[src/rtl/add_word_sequencer.sv]
// Word-serial adder: reuses one N-bit full adder for WORDS clock cycles, LSW first,
// rippling the carry through a register, then reports sum, carry-out and signed overflow.

module full_add_n_bit #(
  parameter int N = 8
) (
  input  logic [N-1:0] a,
  input  logic [N-1:0] b,
  input  logic         c_in,
  output logic [N-1:0] sum,
  output logic         c_out
);
  assign {c_out, sum} = {1'b0, a} + {1'b0, b} + {{N{1'b0}}, c_in};
endmodule

module add_word_sequencer #(
  parameter int N     = 8,
  parameter int WORDS = 4
) (
  input  logic                 clk,
  input  logic                 reset,
  input  logic                 start,
  input  logic [N*WORDS-1:0]   a,
  input  logic [N*WORDS-1:0]   b,
  input  logic                 carry_in,
  output logic                 busy,
  output logic                 done,
  output logic [N*WORDS-1:0]   sum,
  output logic                 c_out,
  output logic                 ovf
);
  localparam int W  = N * WORDS;
  localparam int IW = (WORDS > 1) ? $clog2(WORDS) : 1;

  typedef enum logic [1:0] {IDLE, ADD, DONE} state_t;

  state_t          state, state_next;
  logic [W-1:0]    a_q, b_q, acc;
  logic            cy, ovf_q;
  logic [IW-1:0]   idx;
  logic [N-1:0]    word_a, word_b, word_sum;
  logic            word_cout;
  logic            last;

  assign word_a = a_q[idx*N +: N];
  assign word_b = b_q[idx*N +: N];
  assign last   = (idx == IW'(WORDS - 1));
  assign busy   = (state != IDLE);

  full_add_n_bit #(.N(N)) u_add (
    .a     (word_a),
    .b     (word_b),
    .c_in  (cy),
    .sum   (word_sum),
    .c_out (word_cout)
  );

  always_comb begin
    state_next = state;
    case (state)
      IDLE:    if (start) state_next = ADD;
      ADD:     if (last)  state_next = DONE;
      DONE:    state_next = IDLE;
      default: state_next = IDLE;
    endcase
  end

  always_ff @(posedge clk) begin
    if (reset) state <= IDLE;
    else       state <= state_next;
  end

  // Control, carry and published results; outputs are copied from acc only once the
  // top word has landed, so sum/c_out/ovf never show partial values.
  always_ff @(posedge clk) begin
    if (reset) begin
      idx   <= '0;
      cy    <= 1'b0;
      ovf_q <= 1'b0;
      sum   <= '0;
      c_out <= 1'b0;
      ovf   <= 1'b0;
      done  <= 1'b0;
    end else begin
      done <= 1'b0;
      case (state)
        IDLE: begin
          if (start) begin
            cy  <= carry_in;
            idx <= '0;
          end
        end
        ADD: begin
          cy <= word_cout;
          if (last) ovf_q <= (a_q[W-1] == b_q[W-1]) && (word_sum[N-1] != a_q[W-1]);
          else      idx   <= idx + 1'b1;
        end
        DONE: begin
          sum   <= acc;
          c_out <= cy;
          ovf   <= ovf_q;
          done  <= 1'b1;
        end
        default: ;
      endcase
    end
  end

  // Operand capture and partial-sum storage need no reset.
  always_ff @(posedge clk) begin
    if (state == IDLE && start) begin
      a_q <= a;
      b_q <= b;
    end
    if (state == ADD) acc[idx*N +: N] <= word_sum;
  end
endmodule
[config.mk]
export PLATFORM = sky130hd
export DESIGN_NAME = add_word_sequencer
export DESIGN_NICKNAME = d
export VERILOG_FILES = /design/src/rtl/add_word_sequencer.sv
export SDC_FILE = /design/constraint.sdc
export NUM_CORES = 1
export LEC_CHECK = 0
export ABC_AREA = 1
export BUFFER_PORTS_ARGS = -buffer_cell sky130_fd_sc_hd__buf_2
export CORE_MARGIN = 2
export CORE_UTILIZATION = 55
export CTS_CLUSTER_SIZE = 28
export DETAILED_ROUTE_END_ITERATION = 16
export PLACE_DENSITY_LB_ADDON = 0.08
export SYNTH_ARGS = -nofsm -noshare
export SYNTH_HDL_FRONTEND = slang
export SYNTH_HIERARCHICAL = 1
export SYNTH_SLANG_ARGS = --single-unit
[constraint.sdc]
create_clock -name clk -period 5.9 [get_ports clk]
set_input_delay 1.77 -clock clk [delete_from_list [all_inputs] [get_ports clk]]
set_output_delay 1.77 -clock clk [all_outputs]
set_load 0.005 [all_outputs]
# After elaboration in Yosys (flattened, before gate mapping)
# Cells that the tools add are included.
[totals]
input_bits = 68
ff_bits = 137
output_inout_bits = 36
[op_classes]
eq_ne = 8
n_mux = 10
shift = 4
addsub = 4
reduce_logical = 9
[op_table]
columns = ["cell", "n"]
rows = [
  ["$shiftx 32x6->8", 2],
  ["$neg 5->34", 1],
  ["$shift 8x34->32 const A", 1],
  ["$shiftx 8x34->32", 1],
  ["$bwmux 32", 1],
  ["$add 8x8->9", 1],
  ["$add 9x1->9", 1],
  ["$mux 2", 4],
  ["$pmux 2 s2", 2],
  ["$ne 2x2->1 const B", 3],
  ["$reduce_and 2->1", 3],
  ["$eq 2x2->1 const B", 2],
  ["$reduce_bool 2->1", 2],
  ["$reduce_and 3->1", 1],
  ["$add 2x1->2 const B", 1],
  ["$eq 2x1->1 const B", 1],
  ["$logic_and 1x1->1", 2],
  ["$logic_not 2->1", 1],
  ["$mux 1", 2],
  ["$pmux 1 s2", 1],
  ["$eq 1x1->1", 1],
  ["$ne 1x1->1", 1],
]

# Depth between registers and ports, before layout
# Gate-level depths: netlist of the first run.
[logic_depth]
depth_word = 5
depth_mapped = 17

# Hierarchy
# Netlist of the first run, hierarchy kept.
[modules_own_cells]
columns = ["mod", "cells_each", "instances", "area_each_um2"]
rows = [
  ["add_word_sequencer", 452, 1, 5173.7],
  ["full_add_n_bit", 59, 1, 351.6],
]

# Least setup slack after synthesis of the first run
# Ideal clock, no wire load.
[synth_path]
kind = "in2reg"
from = "in start"
to = "reg a_q[0] (enable)"
required_time_ps = 5414
slack_ps = 902
arrival_time_ps = 4512
n_path_buf = 0
cell_stages = 2
path_cell_list = "nand2_1 -> nor2_1"
[synth_via]
elab_chain_len = 1
[synth_lines]
columns = ["element", "line", "text"]
rows = [
  ["start, declared", "22", "input logic start,"],
  ["$logic_and 1x1->1", "111", "if (state == IDLE && start) begin"],
  ["end signal, assigned", "112", "a_q <= a;"],
  ["end, declared", "38", "logic [W-1:0] a_q, b_q, acc;"],
]
# Every way passes these cells.
# A chain may end at the register's enable or synchronous reset.

# Final worst setup path of the first run
[layout_path]
from = "reg idx[1]"
to = "reg acc[14] (data pin)"
[layout_via]
elab_chain_len = 5
elab_cells_between_ends = 8
classes_between = "add/sub: 3; shift: 4; mux: 1"
[layout_lines]
columns = ["element", "line", "text"]
rows = [
  ["start, declared", "40", "logic [IW-1:0] idx;"],
  ["start signal, assigned", "96", "else idx <= idx + 1'b1;"],
  ["$shiftx 32x6->8", "45", "assign word_a = a_q[idx*N +: N];"],
  ["named net word_a[0]", "41", "logic [N-1:0] word_a, word_b, word_sum;"],
  ["$add 8x8->9", "13", "assign {c_out, sum} = {1'b0, a} + {1'b0, b} + {{N{1'b0}}, c_in};"],
  ["$add 9x1->9", "13", ""],
  ["named net word_sum[6]", "41", ""],
  ["$shiftx 8x34->32", "115", "if (state == ADD) acc[idx*N +: N] <= word_sum;"],
  ["$bwmux 32", "115", ""],
  ["end signal, assigned by index", "115", ""],
  ["end, declared", "38", ""],
]
# The timed path passes the listed nets, and every way through them passes these cells.

==> impl_metrics.toml, run 1 <==
[pwr]
peakVddDrop_mv = 0.203
leakage_uw = 0.00286
p_per_area_mw_per_mm2 = 363
power.total_uw = 2440

[sta]
max_freq_mhz = 300
setup-tns-final_ps = 0
slew_headroom_pct = 40.8
fin_ws_ps = 2560
final_hold_viol_count = 0
rsz0062_at_grt = "no"
min_period_ps = 3340
hold_ws_ps = 459
setup_viol = 0
fin_crit_sh_pct = 56.5
maxSlewViolCount = 0
fin_skew_ps = 6.27
worst_pin_slew_ps = 885

[setup_path]
regToRegSetupSlack_ps = 2560
critPathArrivalTime_ps = 3590
cpMostUsedCell = "nand2_1"
cp.required_ps = 6160
worst-path-max-fanout = 20
cp-end-kind = "flip-flop"
cp_slowest_cell = "dfxtp_1"
crit_chain = "inv_1 > o21ai_0 > o22ai_1 > fa_1 > fa_1 > nand2_1 > nand2_1 > nand3b_1 > nand2_1 > nand2_1 > nand2_1 > nand3_1 > nor2_1"
critPathLaunchType = "flip-flop"
reg2reg_depth = 13
slowest_delay_ps = 730
r2r-start = "idx[1]"
reg2reg_to = "acc[14]"
path_class = "reg -> reg"

[drt]
wirelength_mm = 10.6
antenna_left = 0
drt_pass1_iterations = 5
wl_per_cell_microns = 13.9
drtIter0Drc = 199
num_vias = 3912
vias_per_cell = 5.14
drc = 0

[global_route]
met2_usage_pct = 34.6
groute.layer.met3.usage_pct = 5.33
busiest_layer = "met2"
grtUsageTotal_pct = 20.6
grt_pass1_vias = 3714
grt_use_met1_pct = 26.0
grt_pass1_wl_mm = 17.5
grt_overflow_total = 0
antenna_found_initial = 0
grt_max_degree = 44

[yosys]
async_flop_share_pct = 0
syn_area_sq_mm = 0.00553
syn_inst = 511
synth_top_cells_by_area = "edfxtp_1, dfxtp_1, nor2_1, o21ai_0, ha_1"
synth_edf_count = 96
synth_commonest_cells = "nor2_1, edfxtp_1, o21ai_0, dfxtp_1, nand2_1"
synth_top_area_share_pct = 52.2
yosysSeqAreaShare_pct = 67.0
ys_seq_elements = 137
synth_top_area_cell = "edfxtp_1"
synth_cell_type_count = 24
synth-main-ff-cell = "edfxtp_1"
yosys_warnings = 6
syn_avg_cell_area_sq_um = 10.8
yosysMostFrequentCell = "nor2_1"
syn-num-nets = 594

[layout]
finalNetCount = 698
layout-drive-gt1-share_pct = 22.8
antenna-diode-count = 0
area_growth_pct = 21.5

[die]
die_y_microns = 104
ios = 104
chipWidth_microns = 104
fp-row-count = 36
core_sq_mm = 0.00977
die-area_sq_mm = 0.0109
start_util_pct = 56.5

[clocking]
cts_tree = "yes"
ctsHoldBuffers = 0
cts.path.max_buffers = 2
root_buffer = "clkbuf_8"
clkSlewWorstSetupHoldPaths_ps = 60
htree_num_levels = 4
clkLatencyLatePin_ps = 510
post_cts_buffers = 0
post_cts_resized = 0
cts-buffers-inserted = 17
clock_sinks = 137

[flow_run]
drv_cap = 0

[placement]
place_congestion = 0.834
hpwl_mm = 7.19
pre_cts_ws_ps = 2370
io_buffers = 103

[worst_hold_path]
hold_start = "ovf_q"
hp-class = "reg -> reg"
whs_path_depth = 2
holdPathEnd = "ovf"

[run_status]
outcome = "finished, final reports clean"
==> report_power, final <==
group | total [uW] | leakage [uW] | switching [uW] | internal [uW]
clock | 1040 | 0.000302 | 378 | 666
combinational | 296 | 0.00133 | 197 | 99.5
sequential | 1100 | 0.00122 | 17.2 | 1080
total | 2440 | 0.00286 | 592 | 1840
==> through the flow <==
| stage | instances | instance area (sq um) | util [%] |
|---|---|---|---|
| 3_5_place_dp | 729 | 6100 | 62.5 |
| 5_1_grt | 761 | 6710 | 68.7 |
| 3_3_place_gp | 729 | 6100 | 62.5 |
| 6_report | 761 | 6710 | 68.7 |
| 4_1_cts | 761 | 6710 | 68.7 |
| 2_1_floorplan | 511 | 5530 | - |
==> registers in the layout, summed over array words and instances, names as in the netlist, 2 cells and up <==
signal and cells:
idx 2, state 2, a_q 32, sum 32, b_q 32, acc 32
==> worst max path at each step <==
| stage | startpoint | to | slack (ps) | depth (start not counted) |
|---|---|---|---|---|
| 2_1_floorplan | start | a_q[0] | 900 | 2 |
| 3_3_place_gp | start | a_q[28] | 2420 | 4 |
| 3_5_place_dp | start | a_q[28] | 2370 | 4 |
| 4_1_cts | idx[1] | acc[30] | 2500 | 13 |
| 5_1_grt | idx[1] | acc[14] | 2150 | 13 |
| 6_report | idx[1] | acc[14] | 2560 | 13 |
==> final cells by class <==
class	instances	area, sq um
Fill cell	768	3060
Tap cell	133	166
Inverter	37	139
Clock inverter	8	76.3
Timing Repair Buffer	105	531
Sequential cell	137	3700
Clock buffer	24	533
Multi-Input combinational cell	317	1570
==> layer usage <==
metal,wire (microns),up-vias
met2,5300,130
met1,4540,1812
met4,157,0
met5,0,-
li1,-,1955
met3,566,15
==> kinds of logic after synthesis <==
logic type / Yosys count / share of synthesized area (%)
and+or+nand+nor: 211 / 15.7
DFF: 137 / 67.0
buffers and inverters: 57 / 4.78
xor gates and xnor gates: 3 / 0.476
adders and majority gates: 15 / 3.67
AOI/OAI and AO/OA: 88 / 8.33
==> critical path, delay by kind of cell (launching register included) <==
| family | cells | cell delay [ps] |
|---|---|---|
| fa+ha+maj | 2 | 890 |
| flops | 1 | 730 |
| simple gates | 8 | 610 |
| buf+inv | 1 | 510 |
| compound gates | 2 | 320 |
==> cells in the final DEF, fill, tap and decap left out, drive strengths merged <==
master and instances:
nor2 133, buf 105, edfxtp 96, o21ai 67, dfxtp 41, inv 40
nand2 39, clkbuf 24, nand3 20, o22ai 16, nor3 16, ha 13
a21oi 5, clkinv 3, nand3b 2, xor2 2, fa 2, bufinv 1
clkinvlp 1, or2 1, xnor2 1
Power figures use the tool's default switching activity.
==> run 2: changes to the inputs <==
clock period = 3.1 ns   (was 5.9 ns; I/O delays follow)
==> impl_metrics.toml, run 2 (synthesis results as in run 1) <==
[drt]
vias_per_cell = 5.17
antenna_left = 0
drc = 0
drt_pass1_iterations = 8
num_vias = 3964
wirelength_mm = 11.5
drtIter0Drc = 263
wl_per_cell_microns = 15.0

[sta]
rsz0062_at_grt = "no"
min_period_ps = 2600
worst_pin_slew_ps = 797
setup-tns-final_ps = 0
fin_crit_sh_pct = 84.0
final_hold_viol_count = 0
fin_skew_ps = 6.22
slew_headroom_pct = 46.7
hold_ws_ps = 473
fin_ws_ps = 496
maxSlewViolCount = 0
max_freq_mhz = 384
setup_viol = 0

[clocking]
cts_tree = "yes"
cts.path.max_buffers = 2
clkSlewWorstSetupHoldPaths_ps = 60
ctsHoldBuffers = 0
htree_num_levels = 4
clock_sinks = 137
cts-buffers-inserted = 17
root_buffer = "clkbuf_8"
post_cts_resized = 0
clkLatencyLatePin_ps = 520
post_cts_buffers = 0

[pwr]
p_per_area_mw_per_mm2 = 705
peakVddDrop_mv = 0.380
leakage_uw = 0.00290

[placement]
hpwl_mm = 7.93
place_congestion = 0.849
io_buffers = 103
dp.cells = 734
pre_cts_ws_ps = 503

[setup_path]
path_class = "reg -> reg"
worst-path-max-fanout = 22
regToRegSetupSlack_ps = 500
cp-end-kind = "flip-flop"
critPathLaunchType = "flip-flop"
reg2reg_depth = 13
critPathArrivalTime_ps = 2860
reg2reg_to = "acc[30]"
cp.required_ps = 3360
r2r-start = "idx[0]"

[layout]
layout.cells.non_filler = 766
most-common-layout-cells = "nor2_1, buf_2, edfxtp_1"
layout-drive-gt1-share_pct = 23.2
finalNetCount = 703
seq_area_sq_mm = 0.00370
multiInputGateArea_sq_mm = 0.00157
nFillCells = 770
layout_commonest_cell = "nor2_1"
antenna-diode-count = 0
area_growth_pct = 22.8

[worst_hold_path]
holdPathEnd = "ovf"
whs_path_depth = 2
hp-class = "reg -> reg"
hold_start = "ovf_q"

[global_route]
grt_pass1_wl_mm = 19.0
grt_overflow_total = 0
grtUsageTotal_pct = 22.6
grt_max_degree = 38
antenna_found_initial = 0
grt_pass1_vias = 3912

[die]
die-area_sq_mm = 0.0109
core_sq_mm = 0.00977
fp-row-count = 36
chipWidth_microns = 104
die_y_microns = 104
ios = 104
start_util_pct = 56.5

[flow_run]
drv_cap = 0

[run_status]
outcome = "finished, final reports clean"
[run 2: final cells by class]
class | count | share of cell area, %
Sequential cell | 137 | 54.6
Multi-Input combinational cell | 317 | 23.1
Timing Repair Buffer | 110 | 8.37
Clock buffer | 23 | 7.98
Tap cell | 133 | 2.45
Inverter | 37 | 2.05
Clock inverter | 9 | 1.49
[run 2: how the worst max path moves through the flow]
stage                      start      end  slack [ps]  depth (start not counted)
after global placement    idx[0]  acc[14]         590                         13
final                     idx[0]  acc[30]         500                         13
after floorplan            start   a_q[0]          10                          2
after CTS                 idx[0]  acc[30]         490                         13
after detailed placement  idx[0]  acc[30]         500                         13
after global routing      idx[0]  acc[22]         290                         13
[run 2: per-stage QoR]
step                      total power (uW)  utilization, %  area (sq um)
after floorplan                       2510               -          5530
after global placement                2680            62.8          6140
after detailed placement              2690            62.8          6140
after CTS                             4800            69.4          6790
after global routing                  4980            69.4          6790
final                                 4790            69.4          6790
[run 2: critical path: stages (launching register included)]
cell and delay [ps]:
dfxtp_1 330, buf_4 210, o21ai_0 190, o22ai_1 130, fa_1 470, fa_1 420
nand2_1 90, nand2_1 60, nand3b_1 100, nand2_1 80, nand2_1 70, nand2_1 60
nand3_1 90, nor2_1 50
[run 2: metal layers]
metal | global-route usage [%] | wire length (microns)
met1 | 28.0 | 4780
met2 | 38.9 | 5890
met5 | 0 | 0
met4 | 9.56 | 265
met3 | 4.32 | 593
[run 2: power breakdown]
part | switching (uW) | leakage (uW) | internal (uW) | total (uW)
clock | 750 | 0.000320 | 1380 | 2130
sequential | 33.9 | 0.00122 | 2050 | 2090
combinational | 378 | 0.00136 | 197 | 574
==> run 3: changes to the inputs <==
clock period = 2.52 ns   (was 3.1 ns; I/O delays follow)
==> impl_metrics.toml, run 3 (synthesis results as in run 1) <==
[clocking]
post_cts_buffers = 0
cts_tree = "yes"
clock_sinks = 137
root_buffer = "clkbuf_8"
cts-buffers-inserted = 17
clkLatencyLatePin_ps = 520
clkSlewWorstSetupHoldPaths_ps = 60
ctsHoldBuffers = 0
htree_num_levels = 4
cts.path.max_buffers = 2

[die]
core_sq_mm = 0.00977
start_util_pct = 56.5
fp-row-count = 36
chipWidth_microns = 104
ios = 104
die-area_sq_mm = 0.0109
die_y_microns = 104

[drt]
drtIter0Drc = 131
wirelength_mm = 10.7
antenna_left = 0
drt_pass1_iterations = 4
vias_per_cell = 5.05
num_vias = 3916
wl_per_cell_microns = 13.8
drc = 0

[worst_hold_path]
hp-class = "in -> reg"

[pwr]
p_comb_share_pct = 13.9
p_clk_share_pct = 39.9
pwr-share-seq_pct = 46.2
p_sw_uw = 1360
p_per_area_mw_per_mm2 = 811
p_sw_share_pct = 24.6
internal-power_uw = 4180
peakVddDrop_mv = 0.419
leakage_uw = 0.00292

[sta]
setup_viol = 0
worst_pin_slew_ps = 677
fin_skew_ps = 8.40
slew_headroom_pct = 54.7
min_period_ps = 2390
hold_ws_ps = 403
maxSlewViolCount = 0
max_freq_mhz = 418
fin_ws_ps = 130
final_hold_viol_count = 0
fin_crit_sh_pct = 94.8

[layout]
finalNetCount = 712
area_growth_pct = 23.8
antenna-diode-count = 0
most-common-layout-cells = "nor2_1, buf_2, edfxtp_1"
fin_area_sq_mm = 0.00684
utilization_pct = 70.0
layout_commonest_cell = "nor2_1"
layout-drive-gt1-share_pct = 24.9

[placement]
hpwl_mm = 7.45
dpl_cell_area_sq_mm = 0.00622
place_congestion = 0.817
io_buffers = 103
pre_cts_ws_ps = -92.0

[setup_path]
critPathArrivalTime_ps = 2740
cp.required_ps = 2870
cp-end-kind = "flip-flop"
worst-path-max-fanout = 8
critPathLaunchType = "flip-flop"
path_class = "reg -> reg"

[global_route]
grt_pass1_vias = 3820
antenna_found_initial = 0
grt_pass1_wl_mm = 17.6
grtUsageTotal_pct = 20.9
grt_overflow_total = 0
grt_max_degree = 65

[run_status]
outcome = "finished, final reports clean"

[flow_run]
drv_cap = 0
[run 3: changes by cell type in the layout (fill, tap and decap cells not counted), moves of 3 or more]
cell / change
o21ai_1: +3
buf_4: +5
o22ai_2: +3
o22ai_1: -3
clkbuf_1: +8
o21ai_0: -5
[run 3: cell type report]
type | instances | area (sq um)
Inverter | 37 | 141
Sequential cell | 137 | 3710
Fill cell | 744 | 2930
Clock buffer | 30 | 524
Multi-Input combinational cell | 317 | 1600
Clock inverter | 2 | 11.3
Timing Repair Buffer | 119 | 686
Tap cell | 133 | 166
[run 3: worst paths after layout]
kind         slack [ps]   start  endpoint  cells after the start
min                 400   b[14]   b_q[14]                      1
max reg2reg         130  idx[0]    acc[2]                      9
max                 130  idx[0]    acc[2]                      9
min reg2reg         470  acc[7]    sum[7]                      2
[run 3: worst max-delay path, cell delays in order, from the launching register on]
cell     delay, ps
dfxtp_4        390
inv_4           80
o21ai_1        140
o22ai_1        120
fa_2           390
fa_1           390
buf_4          150
xor2_1         220
inv_1          120
nor3_1         230
[run 3: power groups by stage]
| stage | Clock (uW) | Combinational, uW | Sequential (uW) |
|---|---|---|---|
| after floorplan | 0 | 492 | 2590 |
| after global placement | 0 | 716 | 2610 |
| after detailed placement | 0 | 728 | 2610 |
| after CTS | 2240 | 735 | 2560 |
| after global routing | 2340 | 873 | 2570 |
| final | 2210 | 769 | 2560 |
[run 3: repair_timing]
action | 4_1_cts | 5_1_grt
pin swaps | 0 | 2
endpoints found under the setup margin | 9 | 18
gates resized for setup | 1 | 20
cloned | 0 | 1
hold endpoints to repair | 0 | 0
[run 3: routing by layer]
metal	routed length, microns	part of all wire (%)	track usage, %
met1	4480	42	24.8
met2	5390	50	35.4
met3	544	5.1	5.45
met4	279	2.6	10.1
met5	0	0	0
[run 3: through the flow]
stage | instances | setup TNS [ps] | total power, uW
floorplan | 511 | 0 | 3090
global placement | 742 | 0 | 3320
detailed placement | 742 | -361 | 3340
CTS | 774 | 0 | 5530
global route | 775 | -224 | 5790
finish | 775 | 0 | 5550
